$ cat config.mk
export PLATFORM = sky130hd
export DESIGN_NAME = privilege_guard
export DESIGN_NICKNAME = d
export VERILOG_FILES = /design/src/rtl/privilege_guard.sv
export SDC_FILE = /design/constraint.sdc
export NUM_CORES = 1
export LEC_CHECK = 0
export CORE_MARGIN = 2
export CORE_UTILIZATION = 38
export DETAILED_ROUTE_END_ITERATION = 8
export PLACE_DENSITY = 0.87
export SLEW_MARGIN = 0
export SYNTH_ARGS = -nofsm -noshare
export SYNTH_HDL_FRONTEND = slang
export SYNTH_SLANG_ARGS = --single-unit
export TNS_END_PERCENT = 100
$ cat constraint.sdc
create_clock -name clock -period 6.37 [get_ports clock]
set_clock_uncertainty 0.15 [all_clocks]
set_input_delay 1.274 -clock clock [delete_from_list [all_inputs] [get_ports clock]]
set_output_delay 1.274 -clock clock [all_outputs]
set_load 0.01 [all_outputs]
$ cat src/rtl/privilege_guard.sv
// Privilege monitor beside CPUTop: selects ring-0/user memory offsets, latches the
// first protection violation and raises halt on fault, CPU completion or watchdog.
module privilege_guard #(
  parameter int ADDR_W        = 16,
  parameter int RING0_PC_END  = 255,
  parameter int RING0_ENTRY   = 0,
  parameter int RING0_MEM_END = 15,
  parameter int RING0_REGS    = 3,
  parameter int STEP_MAX      = 100000
) (
  input  logic              clock,
  input  logic              reset,
  input  logic              io_run,
  input  logic [ADDR_W-1:0] io_pc,
  input  logic              io_jump,
  input  logic [ADDR_W-1:0] io_jumpTarget,
  input  logic              io_dataAccess,
  input  logic [ADDR_W-1:0] io_dataAddr,
  input  logic              io_regRead,
  input  logic [4:0]        io_regASel,
  input  logic [4:0]        io_regBSel,
  input  logic              io_regWriteEnable,
  input  logic [4:0]        io_regWriteSel,
  input  logic [31:0]       io_syscallReg,
  input  logic              io_cpuDone,
  output logic [ADDR_W-1:0] io_programMemoryOffset,
  output logic [ADDR_W-1:0] io_dataMemoryOffset,
  output logic              io_privileged,
  output logic              io_fault,
  output logic [2:0]        io_faultCause,
  output logic [ADDR_W-1:0] io_faultPc,
  output logic              io_halt,
  output logic [31:0]       io_cycleCount
);

  // state  | meaning
  // IDLE   | waiting for io_run
  // RUN    | CPU executing, user-mode accesses checked every edge
  // FAULT  | first violation latched, CPU halted until reset
  // DONE   | CPU finished cleanly, halted until reset

  localparam logic [ADDR_W-1:0] PC_END      = ADDR_W'(RING0_PC_END);
  localparam logic [ADDR_W-1:0] ENTRY_PC    = ADDR_W'(RING0_ENTRY);
  localparam logic [ADDR_W-1:0] MEM_END     = ADDR_W'(RING0_MEM_END);
  localparam logic [4:0]        REGS_END    = 5'(RING0_REGS);
  localparam logic [ADDR_W-1:0] USER_OFFSET = ADDR_W'(RING0_PC_END + 1);
  localparam logic [31:0]       WD_LIMIT    = 32'(STEP_MAX - 1);

  typedef enum logic [1:0] {
    S_IDLE  = 2'd0,
    S_RUN   = 2'd1,
    S_FAULT = 2'd2,
    S_DONE  = 2'd3
  } state_t;

  state_t            state;
  state_t            state_nxt;
  logic [2:0]        cause_nxt;
  logic [2:0]        cause_q;
  logic [ADDR_W-1:0] fault_pc_q;
  logic [31:0]       cycle_cnt;
  logic              user_mode;
  logic              checking;
  logic              viol_jump;
  logic              viol_mem;
  logic              viol_rega;
  logic              viol_regb;
  logic              viol_regw;
  logic              viol_wdog;

  assign io_privileged = (io_pc <= PC_END);
  assign user_mode     = ~io_privileged;
  assign checking      = (state == S_RUN) && user_mode;

  // Offsets are forced to zero while reset is held so every output reads 0 in reset.
  assign io_programMemoryOffset =
    (!reset || io_privileged || (io_syscallReg != 32'd0)) ? '0 : USER_OFFSET;
  assign io_dataMemoryOffset =
    (!reset || io_privileged) ? '0 : USER_OFFSET;

  always_comb begin
    viol_jump = io_jump && (io_jumpTarget <= PC_END) && (io_jumpTarget != ENTRY_PC);
    viol_mem  = io_dataAccess && (io_dataAddr <= MEM_END);
    viol_rega = io_regRead && (io_regASel <= REGS_END);
    viol_regb = io_regRead && (io_regBSel <= REGS_END);
    viol_regw = io_regWriteEnable && (io_regWriteSel <= REGS_END);
    // >= rather than == so a limit crossed while privileged still fires on return to user mode
    viol_wdog = (cycle_cnt >= WD_LIMIT);
  end

  always_comb begin
    cause_nxt = 3'd0;
    if (checking) begin
      if (viol_jump)      cause_nxt = 3'd1;
      else if (viol_mem)  cause_nxt = 3'd2;
      else if (viol_rega) cause_nxt = 3'd3;
      else if (viol_regb) cause_nxt = 3'd4;
      else if (viol_regw) cause_nxt = 3'd5;
      else if (viol_wdog) cause_nxt = 3'd6;
    end
  end

  always_ff @(posedge clock or negedge reset) begin
    if (!reset) begin
      state <= S_IDLE;
    end else begin
      state <= state_nxt;
    end
  end

  always_comb begin
    state_nxt = state;
    case (state)
      S_IDLE: begin
        if (io_run) state_nxt = S_RUN;
      end
      S_RUN: begin
        if (cause_nxt != 3'd0) state_nxt = S_FAULT;
        else if (io_cpuDone)   state_nxt = S_DONE;
      end
      S_FAULT: state_nxt = S_FAULT;
      S_DONE:  state_nxt = S_DONE;
      default: state_nxt = S_IDLE;
    endcase
  end

  always_comb begin
    io_fault = 1'b0;
    io_halt  = 1'b0;
    case (state)
      S_FAULT: begin
        io_fault = 1'b1;
        io_halt  = 1'b1;
      end
      S_DONE: begin
        io_halt = 1'b1;
      end
      default: begin
        io_fault = 1'b0;
        io_halt  = 1'b0;
      end
    endcase
  end

  always_ff @(posedge clock or negedge reset) begin
    if (!reset) begin
      cycle_cnt <= 32'd0;
    end else if ((state == S_RUN) && (cycle_cnt != 32'hFFFF_FFFF)) begin
      cycle_cnt <= cycle_cnt + 32'd1;
    end
  end

  always_ff @(posedge clock or negedge reset) begin
    if (!reset) begin
      cause_q    <= 3'd0;
      fault_pc_q <= '0;
    end else if ((state == S_RUN) && (cause_nxt != 3'd0)) begin
      cause_q    <= cause_nxt;
      fault_pc_q <= io_pc;
    end
  end

  assign io_faultCause = cause_q;
  assign io_faultPc    = fault_pc_q;
  assign io_cycleCount = cycle_cnt;

endmodule

== Word-level counts from Yosys, hierarchy flattened ==
Cells that the tools add are included.
W data, S select, Z words.

* Word-level logic and storage cells: 52
* Bits in registers: 53
* Output and inout bits: 86

* Reduce and logical (&&, ||, !) cells: 18
* Muxes and demuxes: 15
* Bitwise logic cells: 1
* Add/subtract/negate cells: 1
* Equal/unequal tests: 6
* Order comparisons: 7

{| class="wikitable"
|+ Operators with widths
! cell !! number
|-
| $add A32 B1 Y32 const B || 1
|-
| $ge A32 B17 Y1 const B || 1
|-
| $le A16 B8 Y1 const B || 2
|-
| $ne A32 B32 Y1 const B || 1
|-
| $reduce_bool A32 Y1 || 1
|-
| $mux W3 || 7
|-
| $mux W9 || 2
|-
| $le A16 B4 Y1 const B || 1
|-
| $reduce_bool A16 Y1 || 1
|-
| $le A5 B2 Y1 const B || 3
|-
| $logic_and A1 B1 Y1 || 9
|-
| $pmux W2 S4 || 1
|-
| $mux W2 || 3
|-
| $eq A2 B2 Y1 const B || 2
|-
| $ne A3 B2 Y1 const B || 1
|-
| $reduce_bool A3 Y1 || 1
|-
| $eq A2 B1 Y1 const B || 1
|-
| $logic_not A2 Y1 || 1
|-
| $logic_or A1 B1 Y1 || 2
|-
| $mux W1 || 2
|-
| $ne A2 B2 Y1 const B || 1
|-
| $reduce_and A2 Y1 || 1
|-
| $reduce_or A2 Y1 || 1
|-
| $logic_not A1 Y1 || 1
|-
| $not A1 Y1 || 1
|}

== Depth between registers and ports, before layout ==
Gate-level depths: netlist (run 1).

* Depth in word-level cells: 11
* Mapped depth: 7

== Worst setup path after synthesis (run 1) ==
Ideal clock, no wire load.

* Kind: input -> output
* From: in io_syscallReg[27]
* To: out io_programMemoryOffset[8]
* Buffers on the path: 0
* Data required time: 4,946 ps
* Arrival: 1,942 ps
* Stages: 3
* Slack: 3,004 ps
* Path through: nor4_1 -> nand4_1 -> nor3_1

* Word-level cells in the longest chain between the ends: 3

{| class="wikitable"
|+ RTL lines
! element !! line !! RTL
|-
| start: declaration || 24 || <nowiki>input logic [31:0] io_syscallReg,</nowiki>
|-
| $reduce_bool A32 Y1 || 77 || <nowiki>(!reset || io_privileged || (io_syscallReg != 32'd0)) ? '0 : USER_OFFSET;</nowiki>
|-
| $logic_or A1 B1 Y1 || 77 ||
|-
| $mux W9 || 77 ||
|-
| end: declaration || 26 || <nowiki>output logic [ADDR_W-1:0] io_programMemoryOffset,</nowiki>
|}

Every way passes these cells.

== Worst setup path after layout (run 1) ==
* From: in io_syscallReg[26]
* To: out io_programMemoryOffset[8]

Same word-level chain as after synthesis.

==> results of run 1 <==
==> where the power goes <==
group | total (mW) | switching [mW] | internal (mW)
logic | 0.109 | 0.0382 | 0.0709
registers | 0.347 | 0.00429 | 0.343
clock network | 0.237 | 0.108 | 0.128
total | 0.693 | 0.151 | 0.542
==> state kept, by name, indices dropped and copies added (netlist names) <==
| register | cells |
|---|---|
| state | 2 |
| io_cycleCount | 32 |
| io_faultCause | 3 |
| io_faultPc | 16 |
==> metal layers <==
layer	wire length [um]	part of all wire, %	GRT usage, %	vias up
met2	4580	53	36.4	117
li1	-	-	-	1274
met5	0	0	0	-
met3	654	7.6	4.80	9
met4	90	1.0	4.41	0
met1	3290	38	22.4	1283
==> final cells by class <==
cell class                 count  area share (%)
multi-input combinational    218            33.0
timing repair buffer         149            32.3
sequential                    53            28.9
inverter                       5           0.409
clock inverter                 1           0.654
tap                          102            2.78
clock buffer                   7            1.88
==> worst min-delay path by stage <==
stage,end,slack (ps),cells after the start
3_3_place_gp,io_faultPc[3],340,1
4_1_cts,io_faultPc[14],370,1
5_1_grt,io_faultPc[2],390,1
2_1_floorplan,state[1],340,1
6_report,io_faultPc[9],370,1
3_5_place_dp,io_faultPc[14],340,1
==> kinds of logic (layout without fill, tap and decap cells) <==
group / Yosys count / after routing / share of synthesized area, %
xor+xnor: 30 / 30 / 8.74
buf+inv: 41 / 162 / 9.11
compound gates: 23 / 23 / 6.87
mux: 17 / 17 / 7.37
fa+ha+maj: 1 / 1 / 0.416
simple gates: 117 / 117 / 23.3
other cells: 1 / 30 / 0.125
flops: 53 / 53 / 44.1
==> per-stage QoR <==
step                area [um^2]  setup slack [ps]  hold slack, ps  cells  util (%)
finish                     4590              1850             368    535      59.7
detailed placement         4470              1860             343    527      58.2
global placement           4470              1900             339    527      58.2
global route               4590              1810             392    535      59.7
CTS                        4590              1870             370    535      59.7
floorplan                  3120              3000             342    312         -
==> cells in the mapped netlist, drive strengths merged (3+ instances only) <==
master  instances  area (um^2)
and3            9         56.3
xor2           12          105
nand2          14         52.6
nor4           19          119
dfrtp          53         1330
nand3          10         50.1
mux2           17          221
a21oi           7         46.3
nor2           13         48.8
nand4          20          125
o21ai           3         15.0
and4            3         26.3
nor4b           4         56.3
clkbuf          4         15.0
xnor2          18          158
nor3           12         70.1
nor2b           3         18.8
inv             5         18.8
buf            32          240
==> worst reg2reg max path: stages (launching register included) <==
cell and delay (ps):
dfrtp_1 480, nand4_1 300, nor3_2 490, nand3_1 510, nand2_1 280, mux2_2 350
==> flow_summary.ini, run 1 <==
[status]
outcome = finished, final reports clean

[place]
port_buffers = 148
routabilityCongestion = 0.859
hpwl_um = 6900

[global_routing]
grt_antenna_before_repair = 0
grt_max_degree = 54
grt_pass1_wl_um = 13300
grt_overflow = 0
grt_usage_pct = 19.5
grt_pass1_vias = 2757

[floorplan]
ios = 189
die_y_um = 93.0
core_mm2 = 0.00769
fp-row-count = 32
dieArea_mm2 = 0.00864
start_util_pct = 39.1
die_w_um = 93.0

[drt]
drt-total-wl_um = 8620
num_vias = 2683
drtIter0Drc = 54
vias_per_cell = 5.01
remaining_drc_errors = 0
drtPass1Iterations = 4
antenna_left = 0
wl_per_cell_um = 16.1

[critical_path]
reg2reg_to = io_cycleCount[1]
required_ps = 4950
cpPeakStageDelay_ps = 560
start_kind = input pin
path_buf_inv = 2
worst-path-max-fanout = 1
cp.arrival_ps = 3100
timing.rr.start = io_cycleCount[18]
crit_top_cell = clkdlybuf4s50_1
crit_family = buffers and inverters
worstSetupPathDepth = 5
crit_path_end = io_programMemoryOffset[8]
crit_slowest_cell = clkdlybuf4s50_1
rrSetupSlack_ps = 3710
crit_chain = clkdlybuf4s50_1 -> nor4_1 -> nand4_1 -> nor3_1 -> clkdlybuf4s50_1
worstSetupEndpointType = output pin
critical_path_class = input pin to output pin
rr_worst_depth = 5
crit_path_start = io_syscallReg[26]

[synthesis]
synth_cells = 283
synth_edf_count = 0
ys_seq_area_share_pct = 44.1
syn_area_per_cell_um2 = 10.6
yosysWarnings = 0
syn_area_mm2 = 0.00301
synth_flop_cell = dfrtp_1
async_flop_share_pct = 100
synth.distinct_cells = 47
ys_seq_elements = 53

[timing]
worst_slew_pin_slew_ps = 707
rsz0062_at_grt = false
hold_viol_final = 0
min_period_ps = 4520
tns_ps = 0
slew-limit-headroom_pct = 52.9
slew_violations = 0
period_share_pct = 70.9
max_freq_ghz = 0.221
setup_viol = 0

[clock_network]
cts_sinks = 53
cts_buffers = 5
postCtsHoldBufs = 0
clock-root-buffer = clkbuf_8
post-cts-setup-buffers = 0
clockBufferDepth = 2
cts_tree = done
clkTransAtPathRegs_ps = 90
cts_resized = 0
cts.htree.levels = 2
insertion_delay_ps = 310

[final_layout]
drive_above_1_share_pct = 8.31
fill_cells = 622
seq_area_mm2 = 0.00133
syn_to_final_growth_pct = 52.6
nets = 536
final_common_cell = clkdlybuf4s50_1
multi_input_area_mm2 = 0.00152
final_cell_mix = 147 x clkdlybuf4s50_1, 53 x dfrtp_1, 30 x conb_1, 20 x nand4_1, 19 x nor4_1
antenna_cells = 0

[power]
power_density_mw_per_mm2 = 151
p_leak_nw = 1.93
peakVddDrop_mv = 0.0845
total_power_mw = 0.693

[run]
maxCapViolCount = 0

[min_path]
min_from = io_faultPc[9]
min_path_type = flip-flop to flip-flop
Note: power is estimated with default switching activity, not from simulation.
==> run 2, diff against run 1 <==
--- a/config.mk
+++ b/config.mk
@@ -6,9 +6,9 @@
 export NUM_CORES = 1
 export LEC_CHECK = 0
 export CORE_MARGIN = 2
-export CORE_UTILIZATION = 38
+export CORE_UTILIZATION = 34
 export DETAILED_ROUTE_END_ITERATION = 8
-export PLACE_DENSITY = 0.87
+export PLACE_DENSITY = 0.82
 export SLEW_MARGIN = 0
 export SYNTH_ARGS = -nofsm -noshare
 export SYNTH_HDL_FRONTEND = slang
==> constraint.sdc (replaced) <==
create_clock -name clock -period 3.7 [get_ports clock]
set_clock_uncertainty 0.15 [all_clocks]
set_input_delay 0.74 -clock clock [delete_from_list [all_inputs] [get_ports clock]]
set_output_delay 0.74 -clock clock [all_outputs]
set_load 0.01 [all_outputs]
==> run 2 against run 1 <==
Net effect:
- worst hold slack lost 6.3 ps
- register-to-register slack lost 2600 ps
- routed wire length shrank 1.7%
- global-route usage shrank 2.7 points
- highest routed layer unchanged
- clock power grew 33%
==> flow_summary.ini, run 2 (synthesized netlist as in run 1, its figures left out) <==
[status]
outcome = finished, final reports clean

[drt]
drtIter0Drc = 77
wl_per_cell_um = 15.6
drt-total-wl_um = 8480
num_vias = 2660
antenna_left = 0
drtPass1Iterations = 4
vias_per_cell = 4.91
remaining_drc_errors = 0

[clock_network]
clkTransAtPathRegs_ps = 90
post-cts-setup-buffers = 0
cts_tree = done
cts_buffers = 5
clockBufferDepth = 2
insertion_delay_ps = 310
cts_resized = 0
cts_sinks = 53
postCtsHoldBufs = 0
clock-root-buffer = clkbuf_8
cts.htree.levels = 2

[floorplan]
die_w_um = 98.0
start_util_pct = 34.8
die_y_um = 98.0
core_mm2 = 0.00864
fp-row-count = 34
ios = 189
dieArea_mm2 = 0.00961

[global_routing]
grt_pass1_vias = 2626
grt_pass1_wl_um = 13100
grt_max_degree = 54
grt_usage_pct = 16.8
grt_overflow = 0
grt_antenna_before_repair = 0

[final_layout]
nets = 537
largest_reg_flops = 32
final_cell_mix = 147 x clkdlybuf4s50_1, 53 x dfrtp_1, 30 x conb_1, 20 x nand4_1, 19 x nor4_1
final_common_cell = clkdlybuf4s50_1
drive_above_1_share_pct = 8.29
syn_to_final_growth_pct = 52.0
antenna_cells = 0

[timing]
rsz0062_at_grt = false
slew_violations = 0
whs_ps = 362
slew-limit-headroom_pct = 49.5
hold_viol_final = 0
setup_viol = 0
tns_ps = 0
period_share_pct = 89.7
worst_slew_pin_slew_ps = 758
min_period_ps = 3320
max_freq_ghz = 0.301

[critical_path]
rr_worst_depth = 6
cp.arrival_ps = 2430
critical_path_class = input pin to output pin
required_ps = 2810
worstSetupEndpointType = output pin
timing.rr.start = io_cycleCount[0]
worst-path-max-fanout = 1
start_kind = input pin
rrSetupSlack_ps = 1080
reg2reg_to = io_faultPc[1]

[min_path]
hold_depth = 1
min_from = io_faultPc[7]
hold_path_end = io_faultPc[7]
min_path_type = flip-flop to flip-flop

[power]
power_density_mw_per_mm2 = 241
peakVddDrop_mv = 0.120
p_leak_nw = 1.91

[place]
port_buffers = 148
routabilityCongestion = 0.869
hpwl_um = 6800

[run]
maxCapViolCount = 0
==> run 2: cell count changes in the layout (fill, tap and decap cells not counted), sizes merged <==
cell	before	now
bufinv	1	0
clkinvlp	0	1
buf	2	3
==> run 2: worst max-delay path: stages <==
cell             delay (ps)
clkdlybuf4s50_1         390
nor4_1                  350
nand4_1                 180
nor3_1                  200
clkdlybuf4s50_1         560
==> run 2: final cells by class <==
type                       instances  area, um^2
clock inverter                     1        7.51
tap                              108         135
fill                             744        4070
multi-input combinational        218        1520
timing repair buffer             150        1490
sequential                        53        1330
inverter                           5        18.8
clock buffer                       7        76.3
==> run 2: how the worst max path moves through the flow <==
stage / slack [ps] / start / endpoint / cells past startpoint
2_1_floorplan: 1090 / io_regBSel[3] / io_faultPc[0] / 6
3_3_place_gp: 350 / io_syscallReg[16] / io_programMemoryOffset[8] / 5
3_5_place_dp: 330 / io_syscallReg[16] / io_programMemoryOffset[8] / 5
4_1_cts: 330 / io_syscallReg[16] / io_programMemoryOffset[8] / 5
5_1_grt: 200 / io_syscallReg[16] / io_programMemoryOffset[8] / 5
6_report: 380 / io_syscallReg[16] / io_programMemoryOffset[8] / 5
==> run 2: per-stage QoR <==
stage / cells / utilization (%) / worst slack [ps] / total power, mW / area [um^2]
after floorplan: 312 / - / 1090 / 0.676 / 3120
after global placement: 534 / 52.0 / 353 / 0.792 / 4490
after detailed placement: 534 / 52.0 / 334 / 0.797 / 4490
after CTS: 542 / 52.9 / 334 / 1.12 / 4570
after global routing: 542 / 52.9 / 197 / 1.16 / 4570
final: 542 / 52.9 / 382 / 1.10 / 4570
==> run 2: report_power, final <==
part	internal, mW	switching [mW]	total [mW]
combinational	0.122	0.0647	0.187
sequential	0.590	0.00686	0.597
clock	0.134	0.182	0.316
==> run 2: routing by layer <==
layer	GRT usage (%)	wire length [um]
met2	30.8	4380
met4	2.88	31
met1	19.7	3310
met5	0	0
met3	5.15	751
